===== config.mk =====
export PLATFORM = sky130hd
export DESIGN_NAME = pixel_compositor
export DESIGN_NICKNAME = d
export VERILOG_FILES = /design/src/rtl/pixel_compositor_pkg.sv /design/src/rtl/pipe_delay.sv /design/src/rtl/pixel_compositor.sv
export SDC_FILE = /design/constraint.sdc
export NUM_CORES = 1
export LEC_CHECK = 0
export ABC_AREA = 1
export CAP_MARGIN = 25
export CELL_PAD_IN_SITES_DETAIL_PLACEMENT = 0
export CELL_PAD_IN_SITES_GLOBAL_PLACEMENT = 1
export CORE_MARGIN = 2
export CORE_UTILIZATION = 34
export DETAILED_ROUTE_END_ITERATION = 8
export PLACE_DENSITY_LB_ADDON = 0.1
export SYNTH_ARGS = -nofsm -noshare
export SYNTH_HDL_FRONTEND = slang
export SYNTH_SLANG_ARGS = --single-unit

===== constraint.sdc =====
create_clock -name clk -period 1.88 [get_ports clk]
set_input_delay 0.376 -clock clk [delete_from_list [all_inputs] [get_ports clk]]
set_output_delay 0.376 -clock clk [all_outputs]
set_load 0.01 [all_outputs]

===== src/rtl/pixel_compositor_pkg.sv =====
// rtl/pixel_compositor_pkg.sv - shared tile geometry and selection constants for the pixel compositor
package pixel_compositor_pkg;

    localparam int TILE_X0    = 308;
    localparam int TILE_Y0    = 20;
    localparam int TILE_PITCH = 128;
    localparam int TILE_SPAN  = 99;
    localparam int TILE_COUNT = 12;
    localparam int RGBW       = 24;

    localparam logic [3:0] SEL_NONE = 4'hF;

    // Square ring of thickness w around tile id; corners count as ring.
    function automatic logic ring_hit(input int x, input int y, input logic [3:0] id, input int w);
        int   x0;
        int   y0;
        int   x1;
        int   y1;
        logic in_outer;
        logic in_tile;
        x0       = TILE_X0 + TILE_PITCH * int'(id[1:0]);
        y0       = TILE_Y0 + TILE_PITCH * int'(id[3:2]);
        x1       = x0 + TILE_SPAN - 1;
        y1       = y0 + TILE_SPAN - 1;
        in_outer = (x >= x0 - w) && (x <= x1 + w) && (y >= y0 - w) && (y <= y1 + w);
        in_tile  = (x >= x0) && (x <= x1) && (y >= y0) && (y <= y1);
        return (int'(id) < TILE_COUNT) && in_outer && !in_tile;
    endfunction

endpackage


===== src/rtl/pipe_delay.sv =====
// rtl/pipe_delay.sv - fixed-depth register delay line with synchronous reset to a constant
module pipe_delay #(
    parameter int               WIDTH     = 1,
    parameter int               DEPTH     = 1,
    parameter logic [WIDTH-1:0] RESET_VAL = '0
) (
    input  logic             clk,
    input  logic             rst,
    input  logic [WIDTH-1:0] in_data,
    output logic [WIDTH-1:0] out_data
);

    logic [WIDTH-1:0] stage_q [DEPTH];
    logic [WIDTH-1:0] stage_d [DEPTH];

    always_comb begin
        stage_d[0] = in_data;
        for (int i = 1; i < DEPTH; i++) begin
            stage_d[i] = stage_q[i-1];
        end
    end

    always_ff @(posedge clk) begin
        if (rst) begin
            for (int i = 0; i < DEPTH; i++) begin
                stage_q[i] <= RESET_VAL;
            end
        end else begin
            stage_q <= stage_d;
        end
    end

    assign out_data = stage_q[DEPTH-1];

endmodule


===== src/rtl/pixel_compositor.sv =====
// rtl/pixel_compositor.sv - ROM read issue, highlight ring overlay and latency-aligned RGB/sync output
module pixel_compositor
    import pixel_compositor_pkg::*;
#(
    parameter int R_WIDTH            = RGBW / 3,
    parameter int G_WIDTH            = RGBW / 3,
    parameter int B_WIDTH            = RGBW / 3,
    parameter int CNTR_WIDTH_H       = 10,
    parameter int CNTR_WIDTH_V       = 10,
    parameter int ROM_ADDR_BUS_WIDTH = 17,
    parameter int ROM_LATENCY        = 2,
    parameter int H_ACTIVE           = 800,
    parameter int V_ACTIVE           = 480,
    parameter logic [R_WIDTH+G_WIDTH+B_WIDTH-1:0] HILITE_COLOR = 24'hFF0000,
    parameter int HILITE_W           = 3
) (
    input  logic                                 clk,
    input  logic                                 rst,
    input  logic [CNTR_WIDTH_H-1:0]              CounterX,
    input  logic [CNTR_WIDTH_V-1:0]              CounterY,
    input  logic                                 hsync_in,
    input  logic                                 vsync_in,
    input  logic                                 isImage,
    input  logic [ROM_ADDR_BUS_WIDTH-1:0]        ROM_Addr,
    input  logic [R_WIDTH+G_WIDTH+B_WIDTH-1:0]   black_white,
    input  logic [3:0]                           sel_id,
    input  logic                                 sel_valid,
    output logic [ROM_ADDR_BUS_WIDTH-1:0]        rom_addr,
    input  logic [R_WIDTH+G_WIDTH+B_WIDTH-1:0]   rom_data,
    output logic [R_WIDTH+G_WIDTH+B_WIDTH-1:0]   rgb,
    output logic                                 hsync,
    output logic                                 vsync,
    output logic                                 blank_n,
    output logic                                 frame_done
);

    localparam int PIX_W = R_WIDTH + G_WIDTH + B_WIDTH;
    localparam int DW    = PIX_W + 6;
    localparam logic [DW-1:0] PIPE_RST = {1'b0, 1'b1, 1'b1, 3'b000, {PIX_W{1'b0}}};

    logic                          hs0_q, hs0_d, vs0_q, vs0_d;
    logic                          act0_q, act0_d, img0_q, img0_d;
    logic                          ring0_q, ring0_d, last0_q, last0_d;
    logic [PIX_W-1:0]              bw0_q, bw0_d;
    logic [ROM_ADDR_BUS_WIDTH-1:0] addr0_q, addr0_d;
    logic [3:0]                    sel_shadow_q, sel_shadow_d, sel_active_q, sel_active_d;
    logic                          vs_fall;

    always_comb begin
        hs0_d   = hsync_in;
        vs0_d   = vsync_in;
        img0_d  = isImage;
        bw0_d   = black_white;
        addr0_d = ROM_Addr;
        act0_d  = (int'(CounterX) < H_ACTIVE) && (int'(CounterY) < V_ACTIVE);
        last0_d = (int'(CounterX) == H_ACTIVE - 1) && (int'(CounterY) == V_ACTIVE - 1);
        ring0_d = ring_hit(int'(CounterX), int'(CounterY), sel_active_q, HILITE_W);
    end

    // Active selection only moves at the frame boundary so the ring never tears mid-frame.
    always_comb begin
        vs_fall      = vs0_q & ~vsync_in;
        sel_shadow_d = sel_valid ? sel_id : sel_shadow_q;
        sel_active_d = sel_active_q;
        if (vs_fall) begin
            sel_active_d = sel_valid ? sel_id : sel_shadow_q;
        end
    end

    always_ff @(posedge clk) begin
        if (rst) begin
            hs0_q        <= 1'b1;
            vs0_q        <= 1'b1;
            act0_q       <= 1'b0;
            img0_q       <= 1'b0;
            ring0_q      <= 1'b0;
            last0_q      <= 1'b0;
            bw0_q        <= '0;
            addr0_q      <= '0;
            sel_shadow_q <= SEL_NONE;
            sel_active_q <= SEL_NONE;
        end else begin
            hs0_q        <= hs0_d;
            vs0_q        <= vs0_d;
            act0_q       <= act0_d;
            img0_q       <= img0_d;
            ring0_q      <= ring0_d;
            last0_q      <= last0_d;
            bw0_q        <= bw0_d;
            addr0_q      <= addr0_d;
            sel_shadow_q <= sel_shadow_d;
            sel_active_q <= sel_active_d;
        end
    end

    assign rom_addr = addr0_q;

    logic [DW-1:0] pipe_in, pipe_out;

    assign pipe_in = {last0_q, hs0_q, vs0_q, act0_q, img0_q, ring0_q, bw0_q};

    pipe_delay #(
        .WIDTH     (DW),
        .DEPTH     (ROM_LATENCY),
        .RESET_VAL (PIPE_RST)
    ) u_pipe_delay (
        .clk      (clk),
        .rst      (rst),
        .in_data  (pipe_in),
        .out_data (pipe_out)
    );

    logic [PIX_W-1:0] rgb_q, rgb_d;
    logic             hsync_q, hsync_d, vsync_q, vsync_d;
    logic             blank_n_q, blank_n_d, frame_done_q, frame_done_d;

    always_comb begin
        hsync_d      = pipe_out[DW-2];
        vsync_d      = pipe_out[DW-3];
        blank_n_d    = pipe_out[DW-4];
        frame_done_d = pipe_out[DW-1] & pipe_out[DW-4];
        if (!pipe_out[DW-4]) begin
            rgb_d = '0;
        end else if (pipe_out[DW-5]) begin
            rgb_d = rom_data;
        end else if (pipe_out[DW-6]) begin
            rgb_d = HILITE_COLOR;
        end else begin
            rgb_d = pipe_out[PIX_W-1:0];
        end
    end

    always_ff @(posedge clk) begin
        if (rst) begin
            rgb_q        <= '0;
            hsync_q      <= 1'b1;
            vsync_q      <= 1'b1;
            blank_n_q    <= 1'b0;
            frame_done_q <= 1'b0;
        end else begin
            rgb_q        <= rgb_d;
            hsync_q      <= hsync_d;
            vsync_q      <= vsync_d;
            blank_n_q    <= blank_n_d;
            frame_done_q <= frame_done_d;
        end
    end

    assign rgb        = rgb_q;
    assign hsync      = hsync_q;
    assign vsync      = vsync_q;
    assign blank_n    = blank_n_q;
    assign frame_done = frame_done_q;

endmodule


Yosys cells after proc, flatten, opt, wreduce, memory -nomap -nowiden:

Cells that the tools add are included.

* register bits: 143
* output and inout bits: 45
* word-level logic and storage cells: 59

* add/subtract/negate cells: 10
* magnitude comparators: 11
* eq/ne operators: 2
* muxes and demuxes: 3
* bitwise gates (word level): 4
* reductions and logical operators: 12

Operators with widths (count)
* 24-bit two-way mux: 2
* 12-bit by 3-bit adder with 13-bit output (second input constant): 2
* 11-bit by 13-bit <= comparator with 1-bit output: 2
* 11-bit by 12-bit <= comparator with 1-bit output: 2
* 11-bit by 1-bit subtractor with 12-bit output (second input constant): 2
* 10-bit by 7-bit adder with 11-bit output (second input constant): 2
* 11-bit >= comparator: 2
* 10-bit by 2-bit subtractor with 11-bit output (second input constant): 2
* 10-bit >= comparator: 2
* 5-bit by 9-bit adder with 10-bit output (first input constant): 1
* 9-bit by 9-bit adder with 10-bit output (first input constant): 1
* 10-bit equality test (second input constant): 1
* 10-bit by 9-bit equality test with 1-bit output (second input constant): 1
* 1-bit logical AND: 10
* 10-bit < comparator (second input constant): 1
* 10-bit by 9-bit < comparator with 1-bit output (second input constant): 1
* 4-bit < comparator (second input constant): 1
* 4-bit two-way mux: 1
* 1-bit bitwise AND: 2
* 1-bit inverter: 2
* 2-bit OR reduction: 1
* 1-bit logical NOT: 1

Longest topological paths before layout:

Gate-level depths: netlist of the first run.

* depth after elaboration: 10
* depth in mapped cells: 11
* gate-level depth less buffers: 11

By module:

Synthesis of the first run repeated with hierarchy kept, for this count alone.

* cells, all modules: 609
* area, all modules: 4875.9 µm²

Modules (own cells, without submodules)
* pixel_compositor: times used 1, cells each 422, area an instance 3165.5 µm²
* pipe_delay: times used 1, cells each 187, area an instance 1710.4 µm²

Least setup slack after synthesis of the first run:

Ideal clock, no wire load.

* path type: reg2reg
* start point: register sel_active_q[0]
* end point: register ring0_q
* setup time: 0.114 ns
* data arrival time: 1.523 ns
* data required time: 1.766 ns
* path slack: 0.243 ns
* stages on the path, launching flop included: 12
* path buffers: 0
* path through: dfxtp_1 > inv_1 > ha_1 > ha_1 > nand3_1 > nor2_1 > nor2_1 > nand2_1 > nand2_1 > nand2_1 > nor2_1 > nor2_2

* longest elaborated chain between the ends: 10
* elaborated cells on any way between the ends: 19

Ends and longest elaborated chain
* start: declaration: RTL line pixel_compositor.sv:46 `logic [3:0] sel_shadow_q, sel_shadow_d, sel_active_q, sel_active_d;`
* start signal: assignment: RTL line pixel_compositor.sv:92 `sel_active_q <= sel_active_d;`
* 9-bit by 9-bit adder with 10-bit output: RTL line pixel_compositor_pkg.sv:21 `x0 = TILE_X0 + TILE_PITCH * int'(id[1:0]);`
* 10-bit by 7-bit adder with 11-bit output: RTL line pixel_compositor_pkg.sv:23 `x1 = x0 + TILE_SPAN - 1;`
* 11-bit by 1-bit subtractor with 12-bit output: RTL line pixel_compositor_pkg.sv:23
* 12-bit by 3-bit adder with 13-bit output: RTL line pixel_compositor_pkg.sv:25 `in_outer = (x >= x0 - w) && (x <= x1 + w) && (y >= y0 - w) && (y <= y1 + w);`
* 11-bit by 13-bit <= comparator with 1-bit output: RTL line pixel_compositor_pkg.sv:25
* 1-bit logical AND (3 in series): RTL line pixel_compositor_pkg.sv:25
* 1-bit logical AND: RTL line pixel_compositor_pkg.sv:27 `return (int'(id) < TILE_COUNT) && in_outer && !in_tile;`
* 1-bit logical AND (*): RTL line pixel_compositor_pkg.sv:27
* end signal: assignment: RTL line pixel_compositor.sv:87 `ring0_q <= ring0_d;`
* end: declaration: RTL line pixel_compositor.sv:43 `logic ring0_q, ring0_d, last0_q, last0_d;`

Every way passes the cells marked *; elsewhere a longest branch is shown, timed or not.
A chain may end at the register's enable or synchronous reset.

Worst setup path after layout of the first run:

* start point: register sel_active_q[1]
* end point: register ring0_q

Same word-level chain as after synthesis.

==> results of run 1 <==
-- worst max-delay path by stage --
stage	cells past startpoint	from	slack [ps]	end
4_1_cts	11	sel_active_q[0]$_SDFFE_PP1P_	70	ring0_q$_SDFF_PP0_
2_1_floorplan	11	sel_active_q[0]$_SDFFE_PP1P_	240	ring0_q$_SDFF_PP0_
6_report	10	sel_active_q[1]$_SDFFE_PP1P_	160	ring0_q$_SDFF_PP0_
3_5_place_dp	9	CounterY[8]	-140	ring0_q$_SDFF_PP0_
5_1_grt	10	sel_active_q[1]$_SDFFE_PP1P_	20	ring0_q$_SDFF_PP0_
3_3_place_gp	9	CounterY[8]	-90	ring0_q$_SDFF_PP0_
-- worst reg2reg max path, cell delays in order (launching register included) --
cell	delay, ps
dfxtp_1	340
inv_1	100
ha_4	170
ha_1	340
nand3_2	150
nor2_4	160
nand2_1	60
o21ai_1	130
nand2_1	80
nand2_1	80
nor2_2	30
-- placed cells by master (no fill, tap or decap), types with 2 or more instances in the layout --
cell,count
nand4_1,3
ha_1,7
clkdlybuf4s50_1,138
ha_4,2
a21oi_1,33
o21ai_0,6
dfxtp_1,143
clkinv_2,2
or2_2,7
nor2_1,140
nor2_4,3
nand2_1,87
clkbuf_8,3
nand3_1,13
nor3_1,2
clkinvlp_4,6
buf_4,6
nor2_2,6
nand3_2,3
clkbuf_16,17
inv_1,117
-- power by group --
group | total, uW | leakage [uW] | switching [uW] | internal (uW)
Combinational | 592 | 0.00161 | 270 | 322
Clock | 2970 | 0.000245 | 1200 | 1770
Sequential | 3170 | 0.00117 | 27.1 | 3140
Total | 6730 | 0.00303 | 1500 | 5230
-- cell type report --
type | count | area (um2)
clock inverters | 9 | 63.81
flip-flops and latches | 143 | 2863
multi-input cells | 319 | 1473
repair buffers | 145 | 1446
clock buffers | 21 | 470.5
fillers | 1365 | 6900
inverters | 117 | 439.2
well taps | 180 | 225.2
-- kinds of logic (layout without fill, tap and decap cells) --
kind of cell / after synthesis / in the layout
buf+inv: 137 / 292
flops: 143 / 143
simple gates: 267 / 267
compound gates: 43 / 43
fa+ha+maj: 9 / 9
-- synthesized netlist by cell type, drive strengths merged --
cell type,n
inv,117
nand3b,1
nand3,16
nor4,1
a21o,1
a211oi,1
buf,18
clkbuf,2
nor2,149
dfxtp,143
or2,7
a21oi,34
o21ai,7
nor3,2
ha,9
nand2,88
nand4,3
-- layer usage --
metal	global-route usage, %	vias up	share of wire, %	wire length, um
met3	4.982	13	6.5	616
met4	6.463	0	1.6	155
met5	0	-	0	0
li1	-	2044	-	-
met2	22.32	95	48	4556
met1	15.14	1607	44	4198
-- state kept, by name, summed over array words and instances (netlist names), 4 cells and up --
name,cells
u_pipe_delay.out_data,30
u_pipe_delay.stage_d,30
bw0_q,24
rgb,24
rom_addr,17
sel_active_q,4
sel_shadow_q,4
-- stage by stage --
step | util [%] | cell area, um2 | power [uW] | hold WS [ps]
floorplan | - | 4833 | 3486 | 388.3
global placement | 46.16 | 6407 | 3800 | 388.6
detailed placement | 46.16 | 6407 | 3807 | 392.1
CTS | 50.01 | 6942 | 6808 | 344.0
global route | 50.29 | 6980 | 7052 | 361.6
finish | 50.29 | 6980 | 6729 | 347.3
==> impl_results.md, run 1 <==
- CTS tree: done
- Most used cell, CP: nand2_1
- Hold Path Stages: 3
- IO Pins: between 100 and 150
- Layout Nets: roughly 850
- Post-DP HPWL: approximately 6.8 mm
- Remaining antenna violation count: 0
- Initial Util: a little over a third
- Mux cell area share after synthesis: 0%
- CP arrival: between 2000 and 2500 ps
- Final Hold Viols: 0
- Post-synth top area share: approximately 59%
- Synthesized Nets: around 700
- First-pass GRT wire length: roughly 16 mm
- Drt drc: 0
- Die Ht: roughly 120 um
- Setup tns final: 0 ps
- Clk slew on worst S/H paths: 60 ps
- Synth unique cells: 22
- Slowest cell on crit path: dfxtp_1
- Sequential share of the synthesized area: around 60%
- Fmax: approximately 580 MHz
- Outcome: completed
- CTS buffer count: 17
- Worst Skew: ~8.4 ps
- Cell Rows: 43
- CTS resizes: 0
- Clock root cell: clkbuf_16
- Post-layout minimum cycle time: 1724 ps
- Max-cap violations: 0
- Period Utilization, post-route: a little over 90%
- Synth Area in Compound Gates: under 10%
- Req. time, crit path: roughly 2200 ps
- HP Start: rst
- Post-Synthesis Cell Area: approximately 0.0048 mm2
- GP Congestion: between 0.9 and 1
- Critical Path Source Type: flip-flop
- Hold endpoint: u_pipe_delay.stage_d[27]$_SDFF_PP1_
- H-Tree Depth: 4
- Critical Path Fanout Max: 4
- Setup violations, final: 0
- Final slew viol count: 0
- Via/cell ratio: roughly 4.0
- Largest family of logic cells by synthesized area: simple AND/OR/NAND/NOR gates
- GRT Total Usage: ~13%
- Violation count after the first detailed-routing iteration: 95
- R2R setup slack: 160 ps
- RSZ-0062 raised after global routing: false
- Clock tree buffer depth: 2
- Area delta synth->final: 44.42%
- VDD IR-drop max: just under 600 uV
- Yosys reg bits: 143
- Max-slew headroom: 71.03%
- Wirelength, routed: approximately 9.5 mm
- Synth Area per Inst: roughly 8 um2
- Most area-consuming cells after synthesis: dfxtp_1 59%, nor2_1 11%, inv_1 9.1%
- Crit. End Element: flip-flop
- Power density over cell area: a little under 1000 mW/mm2
- Cell count after placement: roughly 900
- Vias: between 3000 and 4000
- Hold buffers post-CTS: 0
- Core box area: between 0.01 and 0.015 mm2
- Vias in the first global route: roughly 3600
- Gate count of the mapped netlist: 599
- Buffers plus inverters on the worst setup path: 1
- Layout cells sized above 1: approximately 8%
- Post-Synth Adder-Cell Area: under 10%
- Crit Reg-Reg Endpoint: ring0_q$_SDFF_PP0_
- Synth Area in XOR/XNOR: 0%
- Leakage: 0.003033 uW
- CP delay by family, top: simple AND/OR/NAND/NOR gates
- Synth Area in Simple Gates: 22.78%
- First-pass DRT Iterations: 4
- Post-Place Worst Slack: -140.7 ps
- Worst r2r src: sel_active_q[1]$_SDFFE_PP1P_
- I/O Buffers: between 100 and 150
- Crit path kind: reg2reg
- Total congestion overflow: 0
- WL/cell: around 10 um
- Crit path cell chain: inv_1, ha_4, ha_1, nand3_2, nor2_4, nand2_1, o21ai_1, nand2_1, nand2_1, nor2_2
- Largest net degree at the start of global routing: 80
- Antenna Cells: 0
- Total number of yosys warnings: 0
- Area of the die: around 0.015 mm2
- Clock latency on the worst-skew pair: a little over 400 ps
- Setup Buffers After CTS: 0
- CP max stage delay: between 300 and 400 ps
- Worst Max-Slew Pin Slew: 432.9 ps
- Slack of the critical path: approximately 160 ps
- Synth area leader: dfxtp_1
- Hold Path Class: in2reg
- Die Wd: approximately 120 um
- Antenna violations before repair: 0
- Cells on worst reg2reg path: 10
- Post-route insts no fill: a little over 900
- Clock Sinks: around 140
No activity file was read; power rests on OpenSTA's default activity.
==> run 2, diff against run 1 <==
Settings changed: CTS_CLUSTER_DIAMETER from default to 120.
==> results of run 2 <==
Same layout as run 1: the final DEF is identical, and so are final timing and power.
==> run 3, diff against run 2 <==
Settings changed: CORE_UTILIZATION 34 to 36, GPL_TIMING_DRIVEN from default to 1.
Clock period 1.88 ns to 2 ns, I/O delays scaled along.
==> run 3 against run 2 <==
Critical path type unchanged. Highest routed layer unchanged. Clock power rose by 5%. Sequential share of layout area about the same. Clock-buffer cell count down 1. Critical endpoint unchanged. Largest power group is now clock. Worst hold slack improved by 0.68 ps. Power fell by 1.6%.
==> impl_results.md, run 3 (same netlist as run 1, synthesis figures left out) <==
- Clock Power Share: 47.0% (+2.8 points)
- Power density over cell area: 948.3 mW/mm2 (-1.6%)
- GP Congestion: 0.8356 (-8.3%)
- Clock latency on the worst-skew pair: 410 ps (about the same)
- Crit path kind: reg2reg
- Max-cap violations: 0 (unchanged)
- First-pass DRT Iterations: 4 (unchanged)
- Leakage: 0.003063 uW (+1.0%)
- Setup tns final: 0 ps (unchanged)
- IO Pins: 140 (unchanged)
- Post-Place Worst Slack: -15.87 ps (+124.8 ps)
- First-pass GRT wire length: 15.60 mm (-0.44%)
- Core box area: 0.01319 mm2 (-5.0%)
- Layout cells sized above 1: 7.294% (-0.53 points)
- Hold Path Class: in2reg
- Final Hold Viols: 0 (unchanged)
- Req. time, crit path: 2300 ps (+110 ps)
- Final slew viol count: 0 (unchanged)
- Outcome: completed
- Worst Max-Slew Pin Slew: 493.3 ps (+60.36 ps)
- Sw frac: 21.77% (-0.51 points)
- Via/cell ratio: 4.101 (+1.9%)
- CP max stage delay: 350 ps (about the same)
- Post-layout minimum cycle time: 1810 ps (+86.04 ps)
- Hold Path Stages: 2 (-1)
- Wirelength, routed: 9.561 mm (+0.37%)
- I/O Buffers: 139 (unchanged)
- Period Utilization, post-route: 90.51% (-1.2 points)
- Largest net degree at the start of global routing: 45 (-44%)
- Critical Path Source Type: flip-flop
- Total congestion overflow: 0 (unchanged)
- Sequential share of power: 45.0% (-2.1 points)
- Crit path cell chain: inv_1, ha_1, ha_1, nand3_1, nor2_4, nand3_1, nand2_1, nand2_1, nor2_1, nor2_2
- H-Tree Depth: 4 (unchanged)
- Antenna violations before repair: 0 (unchanged)
- Setup violations, final: 0 (unchanged)
- Die Ht: 119.9 um (-2.7%)
- Cells on worst reg2reg path: 10 (unchanged)
- VDD IR-drop max: 577.3 uV (-2.2%)
- WL/cell: 10.28 um (+0.80%)
- CTS tree: done
- Clock Sinks: 143 (unchanged)
- Hold buffers post-CTS: 0 (unchanged)
- Vias in the first global route: 3556 (-1.8%)
- Area of the die: 0.01437 mm2 (-5.4%)
- Antenna Cells: 0 (unchanged)
- Post-DP HPWL: 6.954 mm (+2.5%)
- Clk slew on worst S/H paths: 60 ps (about the same)
- Worst Skew: 4.460 ps (-3.964 ps)
- Crit. End Element: flip-flop
- Cell area after layout: 0.006983 mm2 (about the same)
- Area delta synth->final: 44.47% (about the same)
- Placed cell areas: 0.006382 mm2 (-0.39%)
- Slowest cell on crit path: dfxtp_1
- GRT Total Usage: 14.01% (+0.60 points)
- Critical Path Fanout Max: 4 (unchanged)
- Power Internal: 5180 uW (-0.95%)
- Layout Nets: 846 (-0.12%)
- Max-slew headroom: 67.07% (-4.0 points)
- CP arrival: 2110 ps (+80 ps)
- Psw: 1442 uW (-3.9%)
- Initial Util: 36.64% (+1.8 points)
- RSZ-0062 raised after global routing: false
- Vias: 3814 (+1.5%)
- Fmax: 552.4 MHz (-4.8%)
- Most frequent cells in the layout: 143 x dfxtp_1, 141 x nor2_1, 138 x clkdlybuf4s50_1
- Slack of the critical path: 189.8 ps (+33.96 ps)
- Violation count after the first detailed-routing iteration: 167 (+76%)
- CTS buffer count: 17 (unchanged)
- Clock root cell: clkbuf_16
- Drt drc: 0 (unchanged)
- Util after Layout: 52.94% (+2.7 points)
- Logic pwr share: 8.1% (-0.7 points)
- Die Wd: 119.9 um (-2.7%)
- Clock tree buffer depth: 2 (unchanged)
- Cell Rows: 42 (-2.3%)
- Remaining antenna violation count: 0 (unchanged)
- Commonest non-fill, non-tap cell in the layout: dfxtp_1
- Hold_ws: 348.0 ps (+0.6780 ps)
## run 3: final cells by class
| type | count | area (um2) |
|---|---|---|
| inverters | 117 | 439.2 |
| repair buffers | 144 | 1426 |
| fillers | 1239 | 6207 |
| clock inverters | 11 | 131.4 |
| well taps | 176 | 220.2 |
| flip-flops and latches | 143 | 2863 |
| multi-input cells | 319 | 1436 |
| clock buffers | 20 | 466.7 |
## run 3: worst paths after layout
kind                           startpoint                                   to  slack (ps)
max reg2reg  sel_active_q[0]$_SDFFE_PP1P_                   ring0_q$_SDFF_PP0_         190
max          sel_active_q[0]$_SDFFE_PP1P_                   ring0_q$_SDFF_PP0_         190
min reg2reg          bw0_q[16]$_SDFF_PP0_  u_pipe_delay.stage_d[16]$_SDFF_PP0_         390
min                                   rst              rom_addr[10]$_SDFF_PP0_         350
## run 3: repair_timing
| item | in CTS | in global routing |
|---|---|---|
| setup buffers | 0 | 0 |
| setup endpoints to repair | 0 | 1 |
| resized for setup | 0 | 1 |
## run 3: power groups by stage
| stage | clock network, uW | logic, uW | registers (uW) |
|---|---|---|---|
| 2_1_floorplan | 0 | 233 | 3040 |
| 3_3_place_gp | 0 | 531 | 3040 |
| 3_5_place_dp | 0 | 535 | 3040 |
| 4_1_cts | 3200 | 538 | 2980 |
| 5_1_grt | 3330 | 596 | 2990 |
| 6_report | 3110 | 534 | 2980 |
## run 3: routing by layer
layer,part of all wire (%),up-vias,wire length [um],global-route usage (%)
li1,-,2045,-,-
met2,46,117,4443,22.39
met1,45,1628,4259,16.17
met5,0,-,0,0
met3,6.3,24,600,5.038
met4,2.7,0,258,8.162
## run 3: stage by stage
step | power [uW] | std cells
4_1_cts | 6715 | 930
3_3_place_gp | 3570 | 899
3_5_place_dp | 3576 | 899
5_1_grt | 6914 | 930
2_1_floorplan | 3277 | 599
6_report | 6622 | 930
## run 3: worst max-delay path, delay by kind of cell (launching register included)
| kind | cells | cell delay [ps] |
|---|---|---|
| buffers and inverters | 1 | 80 |
| and+or+nand+nor | 7 | 670 |
| DFF | 1 | 350 |
| adders and majority gates | 2 | 590 |
